**config.mk**
```make
export PLATFORM = sky130hd
export DESIGN_NAME = axis_addr_gen
export DESIGN_NICKNAME = d
export VERILOG_FILES = /design/src/rtl/axis_pkg.sv /design/src/rtl/axis_addr_burst_calc.sv /design/src/rtl/axis_addr_gen.sv
export SDC_FILE = /design/constraint.sdc
export NUM_CORES = 1
export LEC_CHECK = 0
export CAP_MARGIN = 25
export CORE_UTILIZATION = 35
export CTS_BUF_LIST = sky130_fd_sc_hd__clkbuf_4 sky130_fd_sc_hd__clkbuf_8
export DETAILED_ROUTE_END_ITERATION = 6
export MAX_ROUTING_LAYER = met4
export PLACE_DENSITY = 0.67
export SYNTH_ARGS = -nofsm -noshare
export SYNTH_HDL_FRONTEND = slang
export SYNTH_HIERARCHICAL = 1
export SYNTH_SLANG_ARGS = --single-unit
```
**constraint.sdc**
```tcl
create_clock -name clk -period 3.4 [get_ports clk]
set_clock_uncertainty 0.2 [all_clocks]
set_input_delay 1.02 -clock clk [delete_from_list [all_inputs] [get_ports clk]]
set_output_delay 1.02 -clock clk [all_outputs]
set_load 0.02 [all_outputs]
```
**src/rtl/axis_pkg.sv**
```systemverilog
// Shared constants and helpers for the stream AXI address generators.
// One-hot state encoding, page size and a clog2 helper.
package axis_pkg;

  localparam int IDLE_I  = 0;
  localparam int CALC_I  = 1;
  localparam int ISSUE_I = 2;
  localparam int DONE_I  = 3;

  typedef enum logic [3:0] {
    IDLE  = 4'b0001,
    CALC  = 4'b0010,
    ISSUE = 4'b0100,
    DONE  = 4'b1000
  } state_t;

  localparam int PAGE_BYTES = 4096;

  function automatic int clog2(input int v);
    int r;
    r = 0;
    for (int i = 0; i < 31; i++)
      if ((1 << i) < v) r = i + 1;
    return r;
  endfunction

endpackage

```
**src/rtl/axis_addr_burst_calc.sv**
```systemverilog
// Burst sizing: beats = min(remaining, BURST_MAX, to4k).
// Purely combinational; shared with the read-side generator.
module axis_addr_burst_calc
  import axis_pkg::*;
#(
  parameter int CW        = 32,
  parameter int BURST_MAX = 256,
  parameter int BW        = clog2(BURST_MAX) + 1
) (
  input  logic [CW-1:0] remaining,
  input  logic [12:0]   to4k,
  output logic [BW-1:0] beats
);

  localparam int MW = (CW > 13 ? CW : 13) + 1;

  // Successively clamp the burst-max limit by page room and remaining beats
  always_comb begin
    beats = BW'(BURST_MAX);
    if (MW'(to4k) < MW'(beats))
      beats = BW'(to4k);
    if (MW'(remaining) < MW'(beats))
      beats = BW'(remaining);
  end

endmodule

```
**src/rtl/axis_addr_gen.sv**
```systemverilog
// AXI address-channel generator: splits one command into 4 KB-safe bursts.
// Optional in-flight burst limit: define AXIS_ADDR_GEN_OUTSTANDING_EN.
module axis_addr_gen
  import axis_pkg::*;
#(
  parameter int CONFIG_DWIDTH  = 32,
  parameter int AXI_ID_WIDTH   = 8,
  parameter int AXI_LEN_WIDTH  = 8,
  parameter int AXI_ADDR_WIDTH = 32,
  parameter int DATA_BYTES     = 32,
  parameter int BURST_MAX      = 256,
  parameter int OUTSTANDING    = 4
) (
  input  logic                      clk,
  input  logic                      rst,
  input  logic [CONFIG_DWIDTH-1:0]  cfg_address,
  input  logic [CONFIG_DWIDTH-1:0]  cfg_length,
  input  logic                      cfg_valid,
  output logic                      cfg_ready,
  input  logic                      axi_aready,
  output logic [AXI_ID_WIDTH-1:0]   axi_aid,
  output logic [AXI_ADDR_WIDTH-1:0] axi_aaddr,
  output logic [AXI_LEN_WIDTH-1:0]  axi_alen,
  output logic                      axi_avalid,
  input  logic                      cmpl,
  output logic                      done
);

  localparam int CW  = CONFIG_DWIDTH;
  localparam int AW  = AXI_ADDR_WIDTH;
  localparam int DBL = clog2(DATA_BYTES);
  localparam int BW  = clog2(BURST_MAX) + 1;
  localparam logic [AW-1:0] ALIGN = ~AW'(DATA_BYTES - 1);

  state_t state, state_nxt;

  logic [AW-1:0]            addr_q;
  logic [CW-1:0]            rem_q;
  logic [AXI_ID_WIDTH-1:0]  aid_q;
  logic [AXI_LEN_WIDTH-1:0] alen_q;
  logic [BW-1:0]            beats_q;
  logic [BW-1:0]            beats_c;
  logic [12:0]              to4k;
  logic                     hs;
  logic                     os_ok;
  logic                     drained;

  assign to4k = (13'(PAGE_BYTES) - {1'b0, addr_q[11:0]}) >> DBL;
  assign hs   = axi_avalid & axi_aready;

  axis_addr_burst_calc #(
    .CW       (CW),
    .BURST_MAX(BURST_MAX),
    .BW       (BW)
  ) u_calc (
    .remaining(rem_q),
    .to4k     (to4k),
    .beats    (beats_c)
  );

`ifdef AXIS_ADDR_GEN_OUTSTANDING_EN
  localparam int OCW = clog2(OUTSTANDING + 1);
  logic [OCW-1:0] os_q;

  assign os_ok   = os_q < OCW'(OUTSTANDING);
  assign drained = os_q == '0;

  // In-flight burst count; simultaneous issue and completion cancel out
  always_ff @(posedge clk) begin
    if (rst)
      os_q <= '0;
    else if (hs && !cmpl)
      os_q <= os_q + 1'b1;
    else if (!hs && cmpl && os_q != '0)
      os_q <= os_q - 1'b1;
  end
`else
  logic unused_cmpl;

  assign os_ok       = 1'b1;
  assign drained     = 1'b1;
  assign unused_cmpl = cmpl | (OUTSTANDING < 0);
`endif

  // State register
  always_ff @(posedge clk) begin
    if (rst)
      state <= IDLE;
    else
      state <= state_nxt;
  end

  // Next state and handshake outputs
  always_comb begin
    state_nxt  = state;
    cfg_ready  = 1'b0;
    axi_avalid = 1'b0;
    done       = 1'b0;
    unique case (1'b1)
      state[IDLE_I]: begin
        cfg_ready = 1'b1;
        if (cfg_valid)
          state_nxt = CALC;
      end
      state[CALC_I]:
        state_nxt = (rem_q == '0) ? DONE : ISSUE;
      state[ISSUE_I]: begin
        axi_avalid = os_ok;
        if (os_ok && axi_aready)
          state_nxt = CALC;
      end
      state[DONE_I]: begin
        done = drained;
        if (drained)
          state_nxt = IDLE;
      end
      default:
        state_nxt = IDLE;
    endcase
  end

  // Command latch, burst sizing and post-handshake advance
  always_ff @(posedge clk) begin
    if (rst) begin
      addr_q  <= '0;
      rem_q   <= '0;
      aid_q   <= '0;
      alen_q  <= '0;
      beats_q <= '0;
    end else begin
      if (state[IDLE_I] && cfg_valid) begin
        addr_q <= AW'(cfg_address) & ALIGN;
        rem_q  <= cfg_length;
        aid_q  <= '0;
      end
      if (state[CALC_I] && rem_q != '0) begin
        beats_q <= beats_c;
        alen_q  <= AXI_LEN_WIDTH'(beats_c - 1'b1);
      end
      if (hs) begin
        addr_q <= addr_q + (AW'(beats_q) << DBL);
        rem_q  <= rem_q - CW'(beats_q);
        aid_q  <= aid_q + 1'b1;
      end
    end
  end

  assign axi_aaddr = addr_q;
  assign axi_alen  = alen_q;
  assign axi_aid   = aid_q;

endmodule

```
Word level (Yosys, flattened, before mapping)
Index checks and enable logic that the tools add are counted.
{ "totals": {"register_bits": 93, "in_bits": 69} }
{ "op_classes": {"addsub": 5, "magnitude_cmp": 2, "muxes": 15, "bitwise_logic": 1, "n_reduce_logical": 5} }
{ "ops": {"columns": ["cell", "count"], "rows": [
  ["32-bit 2-to-1 mux", 4],
  ["32-bit by 14-bit adder with 32-bit output", 1],
  ["32-bit zero test", 1],
  ["32-bit by 9-bit < comparator with 1-bit output", 1],
  ["32-bit nonzero test", 1],
  ["32-bit by 9-bit subtractor with 32-bit output", 1],
  ["9-bit 2-to-1 mux", 2],
  ["8-bit 2-to-1 mux", 2],
  ["13-bit by 12-bit subtractor with 13-bit output (first input constant)", 1],
  ["4-bit one-hot mux with 3 select lines", 1],
  ["8-bit by 9-bit < comparator with 1-bit output (second input constant)", 1],
  ["8-bit by 1-bit adder with 8-bit output (second input constant)", 1],
  ["8-bit by 1-bit subtractor with 8-bit output (second input constant)", 1],
  ["4-bit 2-to-1 mux", 1],
  ["1-bit 2-to-1 mux", 3],
  ["3-bit 2-to-1 mux", 1],
  ["1-bit logical AND", 2],
  ["2-bit 2-to-1 mux", 1],
  ["2-bit nonzero test", 1],
  ["1-bit AND", 1]
]} }

Logic depth before layout (Yosys ltp)
{ "logic_depth": {"ltp_word": 6, "depth_mapped": 18, "mapped_depth_nobuf": 17} }

By module
Netlist, hierarchy kept.
{ "by_module_without_submodules": {"columns": ["module", "instances", "cells_per_inst", "area_each_um2", "seq_area_each_um2"], "rows": [
  ["axis_addr_gen", 1, 664, 5353.9, 1761.7],
  ["axis_addr_burst_calc", 1, 60, 416.6, 0.0]
]} }

Worst setup path before layout
OpenSTA, ideal clock, no wires.
{ "synth_path": {"path_kind": "register to register", "start": "register addr_q[6] (netlist: axi_aaddr[6])", "end": "register alen_q[6] (netlist: axi_alen[6])", "setup_time_ps": 86, "arrival_time_ps": 3181, "slack_ps": -66, "stages_incl_launch_ff": 17, "cell_sequence": "dfxtp_1 -> inv_1 -> ha_1 -> nand3b_1 -> xor2_1 -> nand2_1 -> ha_1 -> nand3_1 -> o41ai_1 -> buf_6 -> mux2i_1 -> inv_1 -> ha_1 -> nand2_1 -> nor3_1 -> xnor2_1 -> a211oi_1"} }
{ "synth_between": {"elab_chain_cells": 6} }
{ "synth_lines": {"columns": ["element", "line", "rtl"], "rows": [
  ["from (decl)", "axis_addr_gen.sv:37", "logic [AW-1:0] addr_q;"],
  ["from (signal assigned)", "axis_addr_gen.sv:132", "addr_q <= AW'(cfg_address) & ALIGN;"],
  ["from (signal assigned)", "axis_addr_gen.sv:141", "addr_q <= addr_q + (AW'(beats_q) << DBL);"],
  ["13-bit by 12-bit subtractor with 13-bit output (*)", "axis_addr_gen.sv:48", "assign to4k = (13'(PAGE_BYTES) - {1'b0, addr_q[11:0]}) >> DBL;"],
  ["via to4k[6]", "axis_addr_gen.sv:43", "logic [12:0] to4k;"],
  ["8-bit by 9-bit < comparator with 1-bit output", "axis_addr_burst_calc.sv:20", "if (MW'(to4k) < MW'(beats))"],
  ["9-bit 2-to-1 mux (*)", "axis_addr_burst_calc.sv:20", null],
  ["32-bit by 9-bit < comparator with 1-bit output", "axis_addr_burst_calc.sv:22", "if (MW'(remaining) < MW'(beats))"],
  ["9-bit 2-to-1 mux (*)", "axis_addr_burst_calc.sv:22", null],
  ["via beats_c[0]", "axis_addr_gen.sv:42", "logic [BW-1:0] beats_c;"],
  ["8-bit by 1-bit subtractor with 8-bit output (*)", "axis_addr_gen.sv:138", "alen_q <= AXI_LEN_WIDTH'(beats_c - 1'b1);"],
  ["to (signal assigned)", "axis_addr_gen.sv:138", null],
  ["to (decl)", "axis_addr_gen.sv:40", "logic [AXI_LEN_WIDTH-1:0] alen_q;"]
]} }
The timed path passes the listed nets; every way through them passes the cells marked *.
A chain may end at the register's enable or synchronous reset.

Worst setup path after layout
{ "layout_path": {"start": "register addr_q[7] (netlist: axi_aaddr[7])", "end": "register alen_q[7] (netlist: axi_alen[7])"} }
Same word-level chain as after synthesis.

==> key figures <==
Timing
  – Fin crit share: 103%
  – Hold Vio Cnt, Final: 0
  – Final worst setup slack: -0.0976 ns
  – Max Slew Vio Count: 0
  – Final setup violation count: 5
  – Least-Margin Pin Slew: 0.598 ns
  – RSZ-0062 raised after global routing: yes
  – Fin crit period: 3.50 ns
  – Maximum clock frequency: 286 MHz
  – Max-Slew Margin vs Limit: 59.8%
  – Setup TNS: -0.363 ns

Final layout
  – Area of the multi-input gates: 0.00392 sq mm
  – FILL cells: 1609
  – Post-Layout Cell Count: 1078
  – Nets: 957
  – Seq. cell area: 0.00177 sq mm
  – P&R area growth vs syn: 36.5%
  – Core Util, Final: 49.2%
  – Fraction of layout cells with a size suffix above 1: 13.9%
  – Inserted Diodes: 0

Global route
  – Vias in the first global route: 5444
  – Global-route wire length before repair: 28100 um
  – Largest net degree at the start of global routing: 43
  – Initial antenna violation count: 0
  – GRT Util Overall: 21.8%
  – Total gr overflow: 0

Synthesis
  – Yosys top cell area share: 30.5%
  – Largest family of logic cells by synthesized area: simple AND/OR/NAND/NOR gates
  – Mapped Area: 0.00577 sq mm
  – Synth Area in Compound Gates: 23.4%
  – Synth Area in XOR/XNOR: 4.40%
  – Count leader, synth: dfxtp_1
  – Yosys warnings: 6
  – Share of flip-flops with an asynchronous set or reset: 0%
  – Fraction of synthesized area in multiplexers: 4.38%
  – Simple-gate area share of the yosys netlist: 24.0%
  – Post-synthesis adder-cell area fraction: 6.98%
  – Post-synthesis cell count: 724
  – Synth Register Bits: 88
  – Main area contributors after synthesis: dfxtp_1 (31%), ha_1 (6.3%), a211oi_1 (5.2%)
  – Synth cell types: 63
  – Cell taking the most area after synthesis: dfxtp_1
  – Top FF cell, synth: dfxtp_1
  – EDFF count, synth: 0
  – Avg Inst Size Synth: 7.97 sq um
  – Post-synthesis sequential area ratio: 30.5%
  – Synth top cells by count: dfxtp_1 (88), nor2_1 (65), nand2_1 (57)

Worst hold path
  – HP Class: flop to flop

Flow run
  – Max cap viols: 0

Floorplanning
  – Core ar.: 0.0160 sq mm
  – Die area: 0.0170 sq mm
  – Die W: 130 um
  – Die Y: 130 um
  – Initial core utilization: 36.1%
  – I/O pin count: 120
  – Site Rows: 46

CTS
  – Worst skew pair latency: 0.39 ns
  – CTS root buf: clkbuf_8
  – Max clock buf depth: 2
  – CTS sink count: 88
  – CTS tree: done
  – Clock transition at path regs: 0.09 ns
  – Number of H-tree levels: 3
  – CTS Buf Count: 9

Routing
  – Vias: 5985
  – Final ANT Viol Nets: 0
  – Drt pass-1 iters: 5
  – DR WL/cell: 16.6 um
  – Vias per inst: 5.55
  – DRC violations left: 0
  – WL final: 17900 um
  – DRT iter0 DRCs: 448

Setup path
  – Critical Path Start: axi_aaddr[7]$_SDFFE_PP0N_
  – Reg2reg end: axi_alen[7]$_SDFFE_PP0P_
  – R2R cell count: 16
  – Stages on the worst setup path: 16
  – Worst path arrival time: 3.60 ns
  – End of the critical path: axi_alen[7]$_SDFFE_PP0P_
  – Crit path capture type: flop
  – CP Cell Sequence: nor3_4 -> nand3_2 -> nor3_2 -> nand2_2 -> ha_4 -> a21oi_2 -> nand3_1 -> a211oi_2 -> o41ai_4 -> buf_4 -> mux2i_4 -> nor3_4 -> nand2_4 -> nor3_4 -> xnor2_1 -> a211oi_1
  – Crit path kind: flop to flop
  – R2R Path Start: axi_aaddr[7]$_SDFFE_PP0N_
  – R2R setup slack: -0.1 ns
  – Largest stage delay, worst path: 0.35 ns
  – Crit-path leading delay family: simple AND/OR/NAND/NOR gates
  – Worst Path Max Fanout: 4
  – WP data required: 3.51 ns
  – Cell mode on critical path: nor3_4
  – Bufs and invs on worst path: 1
  – Slowest cell on the critical path: a211oi_2
  – Worst Setup Start Kind: flop

Pwr
  – Final Total Pwr: 2.93 mW
  – Pleak: 2.94 nW
  – Pwr/cell area: 372 mW/mm^2
  – VDD IR max: 264 uV

Outcome
  – Outcome: finished, violations left
  – Failing checks: negative setup slack

Placed design
  – Placer's final routability congestion estimate: 0.929
  – Placed insts: 1057
  – Port bufs: 108
  – Place WS: -0.345 ns
  – Post-DP HPWL: 12700 um
==> layout by cell type, fill, tap and decap left out, drive strengths merged, types with 3 or more instances in the layout <==
cell             n
dfxtp           88
nand2b           6
and4             3
nor3            24
a31oi           17
o211ai          16
a21o             5
nor2            66
a211oi          40
conb            10
inv             32
nand3           42
clkbuf          10
o2111ai          3
o311ai           9
nand3b           3
mux2i           23
a21oi           43
o21ai           12
nor4            11
and2             3
buf             59
xor2            14
o21a             5
nor2b            4
nand2           57
and3            18
a2111oi          3
xnor2           15
ha              29
clkdlybuf4s50  107
or3             17
or4             10
nand4            5
a22oi            6
a311oi          15
==> layer usage <==
metal / share of wire, % / global-route usage (%) / wire length (um)
met5: 0 / - / 0
met2: 46 / 34.7 / 8230
met4: 1.2 / 4.87 / 209
met1: 46 / 28.0 / 8330
met3: 6.4 / 5.17 / 1150
==> sequential cells by signal, summed over array words and instances, names as in the netlist <==
name	cells
axi_aaddr	27
axi_aid	8
axi_alen	8
beats_q	9
rem_q	32
state	4
==> area by class of cell <==
type	count	share of cell area, %
Multi-Input combinational cell	562	49.8
Tap cell	216	3.43
Inverter	30	1.43
Clock inverter	6	1.16
Clock buffer	10	1.67
Timing Repair Buffer	166	20.1
Sequential cell	88	22.5
==> tightest hold or removal path: stages, from the launching register on <==
cell and delay, ns:
dfxtp_1 0.32, nor2_1 0.10, a211oi_1 0.05
==> cells by family after synthesis <==
logic type	Yosys count
AND/OR/NAND/NOR	275
AO/OA/AOI/OAI	192
flip-flops	88
buffers and inverters	83
adder cells (fa/ha/maj)	31
XOR/XNOR	29
multiplexers	25
other	1
==> timing repair <==
item | 4_1_cts | 5_1_grt
endpoints found under the setup margin | 7 | 8
pin swaps | 8 | 24
setup buffers | 1 | 7
resized for setup | 16 | 38
hold buffers | 0 | 0
==> through the flow <==
step	hold slack [ns]	cell area, sq um
6_report	0.305	7880
5_1_grt	0.321	7880
4_1_cts	0.306	7690
3_5_place_dp	0.294	7370
3_3_place_gp	0.293	7370
2_1_floorplan	0.259	5810
==> power breakdown <==
part | leakage, nW | internal (mW) | switching, mW
Sequential | 0.724 | 1.10 | 0.0840
Clock | 0.115 | 0.428 | 0.422
Combinational | 2.11 | 0.424 | 0.474
Total | 2.94 | 1.95 | 0.980
==> worst min path at each step <==
stage,endpoint,cells after the start,from
global route,axi_alen[4]$_SDFFE_PP0P_,2,axi_alen[4]$_SDFFE_PP0P_
detailed placement,axi_alen[4]$_SDFFE_PP0P_,2,axi_alen[4]$_SDFFE_PP0P_
finish,axi_alen[4]$_SDFFE_PP0P_,2,axi_alen[4]$_SDFFE_PP0P_
global placement,axi_alen[0]$_SDFFE_PP0P_,2,axi_alen[0]$_SDFFE_PP0P_
floorplan,state[3]$_SDFF_PP0_,1,state[1]$_SDFF_PP0_
CTS,axi_alen[4]$_SDFFE_PP0P_,2,axi_alen[4]$_SDFFE_PP0P_
(Power assumes the default switching activity.)
